`config.mk`:
```
export PLATFORM = sky130hd
export DESIGN_NAME = triangle_dispatcher_flat
export DESIGN_NICKNAME = d
export VERILOG_FILES = /design/src/rtl/triangle_dispatcher_pkg.sv /design/src/rtl/triangle_dispatcher_if.sv /design/src/rtl/triangle_dispatcher_fifo.sv /design/src/rtl/triangle_dispatcher.sv /design/src/flat_wrapper.sv
export SDC_FILE = /design/constraint.sdc
export NUM_CORES = 1
export LEC_CHECK = 0
export BUFFER_PORTS_ARGS = -buffer_cell sky130_fd_sc_hd__buf_2
export CORE_MARGIN = 1
export CORE_UTILIZATION = 25
export DETAILED_ROUTE_END_ITERATION = 10
export PLACE_DENSITY_LB_ADDON = 0.15
export SYNTH_ARGS = -nofsm -noshare
export SYNTH_HDL_FRONTEND = slang
export SYNTH_HIERARCHICAL = 1
export SYNTH_SLANG_ARGS = --single-unit
```
`constraint.sdc`:
```
create_clock -name clk -period 15.42 [get_ports clk]
set_input_delay 2.313 -clock clk [delete_from_list [all_inputs] [get_ports clk]]
set_output_delay 2.313 -clock clk [all_outputs]
set_load 0.005 [all_outputs]
```
`src/rtl/triangle_dispatcher_pkg.sv`:
```
// Shared types for the triangle dispatcher: triangle record, host word map, FSM states.
package triangle_pkg;

    typedef struct packed {
        logic [15:0] v1x;
        logic [15:0] v1y;
        logic [15:0] v1z;
        logic [15:0] v2x;
        logic [15:0] v2y;
        logic [15:0] v2z;
        logic [15:0] v3x;
        logic [15:0] v3y;
        logic [15:0] v3z;
        logic [15:0] color;
    } tri_t;

    localparam logic [3:0] W_V1X   = 4'd0;
    localparam logic [3:0] W_V1Y   = 4'd1;
    localparam logic [3:0] W_V1Z   = 4'd2;
    localparam logic [3:0] W_V2X   = 4'd3;
    localparam logic [3:0] W_V2Y   = 4'd4;
    localparam logic [3:0] W_V2Z   = 4'd5;
    localparam logic [3:0] W_V3X   = 4'd6;
    localparam logic [3:0] W_V3Y   = 4'd7;
    localparam logic [3:0] W_V3Z   = 4'd8;
    localparam logic [3:0] W_COLOR = 4'd9;

    typedef enum logic [1:0] {IDLE, LOAD, START, WAIT} state_t;

    // A triangle whose three vertices share one scanline covers no area.
    function automatic logic is_degenerate(input tri_t t);
        return (t.v1y == t.v2y) && (t.v2y == t.v3y);
    endfunction

endpackage

```
`src/rtl/triangle_dispatcher_if.sv`:
```
// Vertex/colour bus and start/done handshake between the dispatcher and the shader.
interface triangle_dispatcher_if;

    logic [15:0] v1x;
    logic [15:0] v1y;
    logic [15:0] v1z;
    logic [15:0] v2x;
    logic [15:0] v2y;
    logic [15:0] v2z;
    logic [15:0] v3x;
    logic [15:0] v3y;
    logic [15:0] v3z;
    logic [15:0] pixel_color;
    logic        sh_start;
    logic        sh_done;

    modport master (
        output v1x, v1y, v1z, v2x, v2y, v2z, v3x, v3y, v3z, pixel_color, sh_start,
        input  sh_done
    );

    modport slave (
        input  v1x, v1y, v1z, v2x, v2y, v2z, v3x, v3y, v3z, pixel_color, sh_start,
        output sh_done
    );

endinterface

```
`src/rtl/triangle_dispatcher_fifo.sv`:
```
// tri_fifo: DEPTH x tri_t synchronous FIFO with registered full/empty, async active-low reset.
module tri_fifo
    import triangle_pkg::*;
#(
    parameter int unsigned DEPTH = 4
) (
    input  logic clk,
    input  logic rst_n,
    input  logic i_push,
    input  logic i_pop,
    input  tri_t i_data,
    output tri_t o_head,
    output logic o_full,
    output logic o_empty
);

    localparam int unsigned AW = $clog2(DEPTH);

    tri_t         r_mem [DEPTH];
    logic [AW:0]  r_wr_ptr;
    logic [AW:0]  r_rd_ptr;
    logic         r_full;
    logic         r_empty;
    logic         w_do_push;
    logic         w_do_pop;
    logic [AW:0]  w_wr_next;
    logic [AW:0]  w_rd_next;

    // A push into a full FIFO is dropped even if a pop frees a slot in the same cycle.
    assign w_do_push = i_push && !r_full;
    assign w_do_pop  = i_pop && !r_empty;
    assign w_wr_next = r_wr_ptr + {{AW{1'b0}}, w_do_push};
    assign w_rd_next = r_rd_ptr + {{AW{1'b0}}, w_do_pop};

    always_ff @(posedge clk or negedge rst_n) begin
        if (!rst_n) begin
            r_wr_ptr <= '0;
            r_rd_ptr <= '0;
            r_full   <= 1'b0;
            r_empty  <= 1'b1;
        end else begin
            r_wr_ptr <= w_wr_next;
            r_rd_ptr <= w_rd_next;
            r_empty  <= (w_wr_next == w_rd_next);
            r_full   <= (w_wr_next[AW] != w_rd_next[AW]) &&
                        (w_wr_next[AW-1:0] == w_rd_next[AW-1:0]);
        end
    end

    always_ff @(posedge clk) begin
        if (w_do_push) begin
            r_mem[r_wr_ptr[AW-1:0]] <= i_data;
        end
    end

    assign o_head  = r_mem[r_rd_ptr[AW-1:0]];
    assign o_full  = r_full;
    assign o_empty = r_empty;

endmodule

```
`src/rtl/triangle_dispatcher.sv`:
```
// Host-staged triangle queue feeding the shader start/done handshake.
// Optional DEGENERATE_CULL_EN: drop zero-height triangles at pop time and count them.
module triangle_dispatcher
    import triangle_pkg::*;
#(
    parameter int unsigned DEPTH = 4,
    parameter int unsigned CNT_W = 16
) (
    input  logic              clk,
    input  logic              reset,
    input  logic              wr_en,
    input  logic [3:0]        wr_addr,
    input  logic [15:0]       wr_data,
    output logic              full,
    output logic              empty,
    output logic              busy,
    output logic              overflow,
    output logic [CNT_W-1:0]  tri_done_cnt,
`ifdef DEGENERATE_CULL_EN
    output logic [CNT_W-1:0]  culled_cnt,
`endif
    triangle_dispatcher_if.master sh
);

    logic [8:0][15:0] r_stage;
    state_t           r_state;
    state_t           w_state_next;
    tri_t             r_tri;
    logic             r_overflow;
    logic [CNT_W-1:0] r_done_cnt;
    tri_t             w_push_tri;
    tri_t             w_head;
    logic             w_commit;
    logic             w_full;
    logic             w_empty;
    logic             w_pop;
    logic             w_load;
    logic             w_done;
`ifdef DEGENERATE_CULL_EN
    logic             w_cull;
    logic [CNT_W-1:0] r_culled_cnt;
`endif

    assign w_commit = wr_en && (wr_addr == W_COLOR);

    assign w_push_tri = '{
        v1x:   r_stage[W_V1X],
        v1y:   r_stage[W_V1Y],
        v1z:   r_stage[W_V1Z],
        v2x:   r_stage[W_V2X],
        v2y:   r_stage[W_V2Y],
        v2z:   r_stage[W_V2Z],
        v3x:   r_stage[W_V3X],
        v3y:   r_stage[W_V3Y],
        v3z:   r_stage[W_V3Z],
        color: wr_data
    };

    // Staging is deliberately kept after a commit so the host can rewrite only changed words.
    always_ff @(posedge clk or negedge reset) begin
        if (!reset) begin
            r_stage <= '0;
        end else if (wr_en && (wr_addr <= W_V3Z)) begin
            r_stage[wr_addr] <= wr_data;
        end
    end

    tri_fifo #(
        .DEPTH (DEPTH)
    ) u_fifo (
        .clk     (clk),
        .rst_n   (reset),
        .i_push  (w_commit),
        .i_pop   (w_pop),
        .i_data  (w_push_tri),
        .o_head  (w_head),
        .o_full  (w_full),
        .o_empty (w_empty)
    );

    always_ff @(posedge clk or negedge reset) begin
        if (!reset) begin
            r_state <= IDLE;
        end else begin
            r_state <= w_state_next;
        end
    end

    always_comb begin
        w_state_next = r_state;
        w_pop        = 1'b0;
        w_load       = 1'b0;
`ifdef DEGENERATE_CULL_EN
        w_cull       = 1'b0;
`endif
        case (r_state)
            IDLE: begin
                if (!w_empty) begin
                    w_pop = 1'b1;
`ifdef DEGENERATE_CULL_EN
                    if (is_degenerate(w_head)) begin
                        w_cull = 1'b1;
                    end else begin
                        w_load       = 1'b1;
                        w_state_next = LOAD;
                    end
`else
                    w_load       = 1'b1;
                    w_state_next = LOAD;
`endif
                end
            end
            LOAD:    w_state_next = START;
            START:   w_state_next = WAIT;
            WAIT: begin
                if (sh.sh_done) begin
                    w_state_next = IDLE;
                end
            end
            default: w_state_next = IDLE;
        endcase
    end

    assign w_done = (r_state == WAIT) && sh.sh_done;

    always_ff @(posedge clk or negedge reset) begin
        if (!reset) begin
            r_tri      <= '0;
            r_overflow <= 1'b0;
            r_done_cnt <= '0;
        end else begin
            if (w_load) begin
                r_tri <= w_head;
            end
            if (w_commit && w_full) begin
                r_overflow <= 1'b1;
            end
            if (w_done) begin
                r_done_cnt <= r_done_cnt + 1'b1;
            end
        end
    end

`ifdef DEGENERATE_CULL_EN
    always_ff @(posedge clk or negedge reset) begin
        if (!reset) begin
            r_culled_cnt <= '0;
        end else if (w_cull) begin
            r_culled_cnt <= r_culled_cnt + 1'b1;
        end
    end

    assign culled_cnt = r_culled_cnt;
`endif

    assign full         = w_full;
    assign empty        = w_empty;
    assign busy         = (r_state != IDLE);
    assign overflow     = r_overflow;
    assign tri_done_cnt = r_done_cnt;

    assign sh.v1x         = r_tri.v1x;
    assign sh.v1y         = r_tri.v1y;
    assign sh.v1z         = r_tri.v1z;
    assign sh.v2x         = r_tri.v2x;
    assign sh.v2y         = r_tri.v2y;
    assign sh.v2z         = r_tri.v2z;
    assign sh.v3x         = r_tri.v3x;
    assign sh.v3y         = r_tri.v3y;
    assign sh.v3z         = r_tri.v3z;
    assign sh.pixel_color = r_tri.color;
    assign sh.sh_start    = (r_state == START);

endmodule

```
`src/flat_wrapper.sv`:
```
// flat-port wrapper written by rule: the top's interface ports become plain ports
module triangle_dispatcher_flat import triangle_pkg::*;
#(
    parameter int unsigned DEPTH = 4,
    parameter int unsigned CNT_W = 16
)
  (clk, reset, wr_en, wr_addr, wr_data, full, empty, busy, overflow, tri_done_cnt, sh_v1x, sh_v1y, sh_v1z, sh_v2x, sh_v2y, sh_v2z, sh_v3x, sh_v3y, sh_v3z, sh_pixel_color, sh_sh_start, sh_sh_done);
  triangle_dispatcher_if sh_i ();
  input  logic clk;
  input  logic reset;
  input  logic wr_en;
  input  logic [3:0] wr_addr;
  input  logic [15:0] wr_data;
  output logic full;
  output logic empty;
  output logic busy;
  output logic overflow;
  output logic [CNT_W-1:0] tri_done_cnt;
  output wire logic [$bits(sh_i.v1x)-1:0] sh_v1x;
  output wire logic [$bits(sh_i.v1y)-1:0] sh_v1y;
  output wire logic [$bits(sh_i.v1z)-1:0] sh_v1z;
  output wire logic [$bits(sh_i.v2x)-1:0] sh_v2x;
  output wire logic [$bits(sh_i.v2y)-1:0] sh_v2y;
  output wire logic [$bits(sh_i.v2z)-1:0] sh_v2z;
  output wire logic [$bits(sh_i.v3x)-1:0] sh_v3x;
  output wire logic [$bits(sh_i.v3y)-1:0] sh_v3y;
  output wire logic [$bits(sh_i.v3z)-1:0] sh_v3z;
  output wire logic [$bits(sh_i.pixel_color)-1:0] sh_pixel_color;
  output wire logic [$bits(sh_i.sh_start)-1:0] sh_sh_start;
  input wire logic [$bits(sh_i.sh_done)-1:0] sh_sh_done;
  assign sh_v1x = sh_i.v1x;
  assign sh_v1y = sh_i.v1y;
  assign sh_v1z = sh_i.v1z;
  assign sh_v2x = sh_i.v2x;
  assign sh_v2y = sh_i.v2y;
  assign sh_v2z = sh_i.v2z;
  assign sh_v3x = sh_i.v3x;
  assign sh_v3y = sh_i.v3y;
  assign sh_v3z = sh_i.v3z;
  assign sh_pixel_color = sh_i.pixel_color;
  assign sh_sh_start = sh_i.sh_start;
  assign sh_i.sh_done = sh_sh_done;
  triangle_dispatcher #(.DEPTH(DEPTH), .CNT_W(CNT_W)) u_core (.clk(clk), .reset(reset), .wr_en(wr_en), .wr_addr(wr_addr), .wr_data(wr_data), .full(full), .empty(empty), .busy(busy), .overflow(overflow), .tri_done_cnt(tri_done_cnt), .sh(sh_i));
endmodule
```
==> summary.md <==
| Metric | Value |
|---|---|
| Post-DP HPWL | `approximately 50,000 um` |
| DR vias/cell | `between 4 and 5` |
| Sw Pwr | `around 2.1 mW` |
| Clock sink count | `between 900 and 1,000` |
| Vias in the first global route | `approximately 17,000` |
| Comb pwr share | `22.6%` |
| Top FF cell, synth | `edfxtp_1` |
| Synthesis-to-finish area growth | `18.6%` |
| Library cells used by synthesis | `34` |
| Syn_area_per_cell | `around 22 um2` |
| RSZ-0062 raised after global routing | `no` |
| Family with the most delay on the worst path | `simple AND/OR/NAND/NOR gates` |
| Hold WS | `roughly 0.46 ns` |
| Yosys top cell by area | `edfxtp_1` |
| Most frequent CP cell | `buf_4` |
| Average wire per standard cell | `roughly 23 um` |
| Final Hold Violating Endpoints | `0` |
| Core region area | `around 0.14 mm2` |
| Gr busiest metal | `met2` |
| Worst skew pair latency | `around 0.68 ns` |
| Buffers & Inverters on Critical Path | `3` |
| Switching share of power | `27.5%` |
| Largest net degree at the start of global routing | `between 100 and 150` |
| Drt first pass iters | `5` |
| Total GRT Usage | `roughly 12%` |
| Met3 Use GR | `2.49%` |
| Crit path time final | `about 5.4 ns` |
| Crit-path cells | `buf_2 > nand2b_1 > nor2_1 > nor2b_1 > and3b_4 > buf_4 > buf_4` |
| Share of flip-flops with an asynchronous set or reset | `34.1%` |
| CTS H-tree lvls | `3` |
| Vias | `between 15,000 and 20,000` |
| Syn_nets | `1,627` |
| Synth top area cells | `edfxtp_1, dfrtp_1, mux4_2, mux2_2, buf_2` |
| Crit-path max FO | `between 40 and 50` |
| Remaining DRCs | `0` |
| Critical-path top delay cell | `and3b_4` |
| Clock network power share | `31.5%` |
| Setup Buffers After CTS | `0` |
| Initial Utilization | `~25%` |
| Worst slack at placement | `9.19 ns` |
| Int Power | `about 5.6 mW` |
| Fin area | `roughly 0.042 mm2` |
| Final Util | `29.9%` |
| CP required | `approximately 16 ns` |
| Mapped cell area | `0.0356 mm2` |
| CP Capture Type | `flop` |
| Slew headroom | `between 20% and 30%` |
| M2 GR Usage | `about 20%` |
| Status | `completed` |
| Gr ovfl total | `0` |
| Worst-Margin Slew | `~1.1 ns` |
| Setup ws final | `around 10 ns` |
| Syn. warnings | `6` |
| Max Clock Skew | `between 0.02 and 0.03 ns` |
| Chip Height | `~380 um` |
| Clk pin slew, worst setup/hold paths | `0.06 ns` |
| Fillers | `approximately 14,000` |
| Ports | `205` |
| Period Utilization, post-route | `between 30% and 40%` |
| First-pass GRT wire length | `129,000 um` |
| Mapped Cells | `1,594` |
| LEAKAGE | `between 15 and 20 nW` |
| Placer congestion estimate | `just under 0.7` |
| Max-Cap Viols | `0` |
| Number of buffers created by CTS | `between 100 and 150` |
| Slew Limit Fails | `0` |
| Cell Pwr Density | `about 180 mW/mm2` |
| Sequential power share | `45.9%` |
| Share of cells above drive strength 1 | `about 44%` |
| Clock root buffer | `clkbuf_16` |
| Post-CTS Hold Buffers | `0` |
| CTS tree | `done` |
| Met1 global-route usage | `~17%` |
| Top-count cell post-synth | `edfxtp_1` |
| Max incr delay on CP | `roughly 0.74 ns` |
| Synth cell count leaders | `edfxtp_1, dfrtp_1, mux2_2` |
| Initial DRC Count | `1,008` |
| Non-filler cells, final | `~3,900` |
| Clk buf depth | `3` |
| Initial antenna violation count | `22` |
| Die W | `~380 um` |
| Placed cell count | `roughly 3,700` |
| Final setup viols | `0` |
| Layout Nets | `roughly 1,900` |
| Arrival @ worst endpoint | `about 5.7 ns` |
| Post-DRT Antenna Nets | `0` |
| Max Clk Rate | `0.185 GHz` |
| DP Area | `0.0389 mm2` |
| WS Path Type | `in -> reg` |
| Sequential cell area fraction in the yosys report | `approximately 77%` |
| Post-synth EDFFs | `between 600 and 700` |
| Final WL | `89,000 um` |
| Die ar. | `around 0.14 mm2` |
| Synth top area share | `53.9%` |
| Critical Path Source Type | `input pin` |
| Port Buffer Count | `204` |
| Post-CTS resize count | `0` |
| Total power | `just under 8 mW` |
| Synthesized flop and latch total | `971` |
| Final setup TNS | `0 ns` |
| Min-Delay Path Class | `reg -> reg` |
| VDD IR-drop max | `~0.13 mV` |
| Placement Rows | `138` |
-- worst reg2reg max path, stage by stage, from the launching register on --
cell,delay [ns]
dfrtp_1,0.38
inv_1,0.12
ha_1,0.19
inv_1,0.09
nor2_4,0.10
buf_4,0.53
buf_4,0.75
buf_4,0.76
mux2_2,0.52
-- final cells by class --
cell class              instances  area [um2]  share of cell area, %
clock inverters                35         302                  0.713
diodes                          5        12.5                 0.0296
multi-input cells             551        7730                   18.3
inverters                       5        18.8                 0.0444
well taps                    1890        2360                   5.59
flip-flops and latches        971       27500                   65.1
clock buffers                 162        3040                   7.18
repair buffers                236        1300                   3.07
-- sequential cells by signal (all words and copies together) (netlist names) --
name / flops
u_core/sh.v2x: 16
u_core/sh.v1z: 16
u_core/sh.v2y: 16
u_core/u_fifo/r_wr_ptr: 3
u_core/tri_done_cnt: 16
u_core/u_fifo/o_full: 1
u_core/sh.v2z: 16
u_core/sh.v3x: 16
u_core/sh.v3y: 16
u_core/sh.pixel_color: 16
u_core/sh.v1y: 16
u_core/r_state: 2
u_core/sh.v1x: 16
u_core/r_stage: 144
u_core/u_fifo/r_rd_ptr: 3
u_core/u_fifo/r_mem: 640
u_core/u_fifo/o_empty: 1
u_core/sh.v3z: 16
u_core/overflow: 1
-- final timing paths --
kind                                                      from                               endpoint  slack (ns)  cells after the start
setup / recovery                                    wr_addr[1]  u_core/u_fifo/r_mem[1][135]$_DFFE_PP_       10.02                      7
hold / removal             u_core/tri_done_cnt[15]$_DFFE_PN0P_    u_core/tri_done_cnt[15]$_DFFE_PN0P_        0.46                      1
setup reg to reg                 u_core/r_state[0]$_DFFE_PN0P_   u_core/sh.pixel_color[5]$_DFFE_PN0P_       11.87                      8
hold reg to reg            u_core/tri_done_cnt[15]$_DFFE_PN0P_    u_core/tri_done_cnt[15]$_DFFE_PN0P_        0.46                      1
max in group asynchronous                                reset         u_core/r_stage[66]$_DFFE_PN0P_       11.67                      3
min in group asynchronous                                reset          u_core/sh.v1z[11]$_DFFE_PN0P_        1.62                      1
-- layout by cell type, fill, tap and decap left out, drive strengths merged --
master    netlist  final
clkinvlp        0      1
dfstp           1      1
nor2           10     10
a22oi           1      1
edfxtp        640    640
mux2          305    305
nor2b           3      3
buf            60    236
bufinv          0      5
nand3           6      6
and2            1      1
ha              9      9
or3             1      1
clkbuf          7    162
o21ai           3      3
xnor2          16     16
a21o            1      1
inv             5      6
nand2          11     11
and3            6      6
nand3b          3      3
xor2            4      4
mux4          160    160
clkinv          0     28
nand4           4      4
diode           0      5
nor3b           3      3
dfrtp         330    330
and3b           1      1
nand2b          3      3
-- power by group through the flow --
stage | clock network, mW | logic, mW | registers [mW]
floorplan | 0 | 1.18 | 3.49
global placement | 0 | 1.81 | 3.61
detailed placement | 0 | 1.83 | 3.63
CTS | 2.53 | 1.83 | 3.58
global route | 2.62 | 1.91 | 3.63
finish | 2.43 | 1.75 | 3.55
-- routing by layer --
metal,share of wire (%),vias to the layer above
met4,1.7,0
met1,45,8798
met2,48,375
li1,-,6935
met5,0,-
met3,5.7,104
-- cells by family after synthesis --
family | synth area share, %
AND/OR/NAND/NOR | 0.878
multiplexers | 19.9
AO/OA/AOI/OAI | 0.0843
XOR/XNOR | 0.492
buffers and inverters | 1.19
adder cells (fa/ha/maj) | 0.316
flip-flops | 77.2
(Power assumes the default switching activity.)
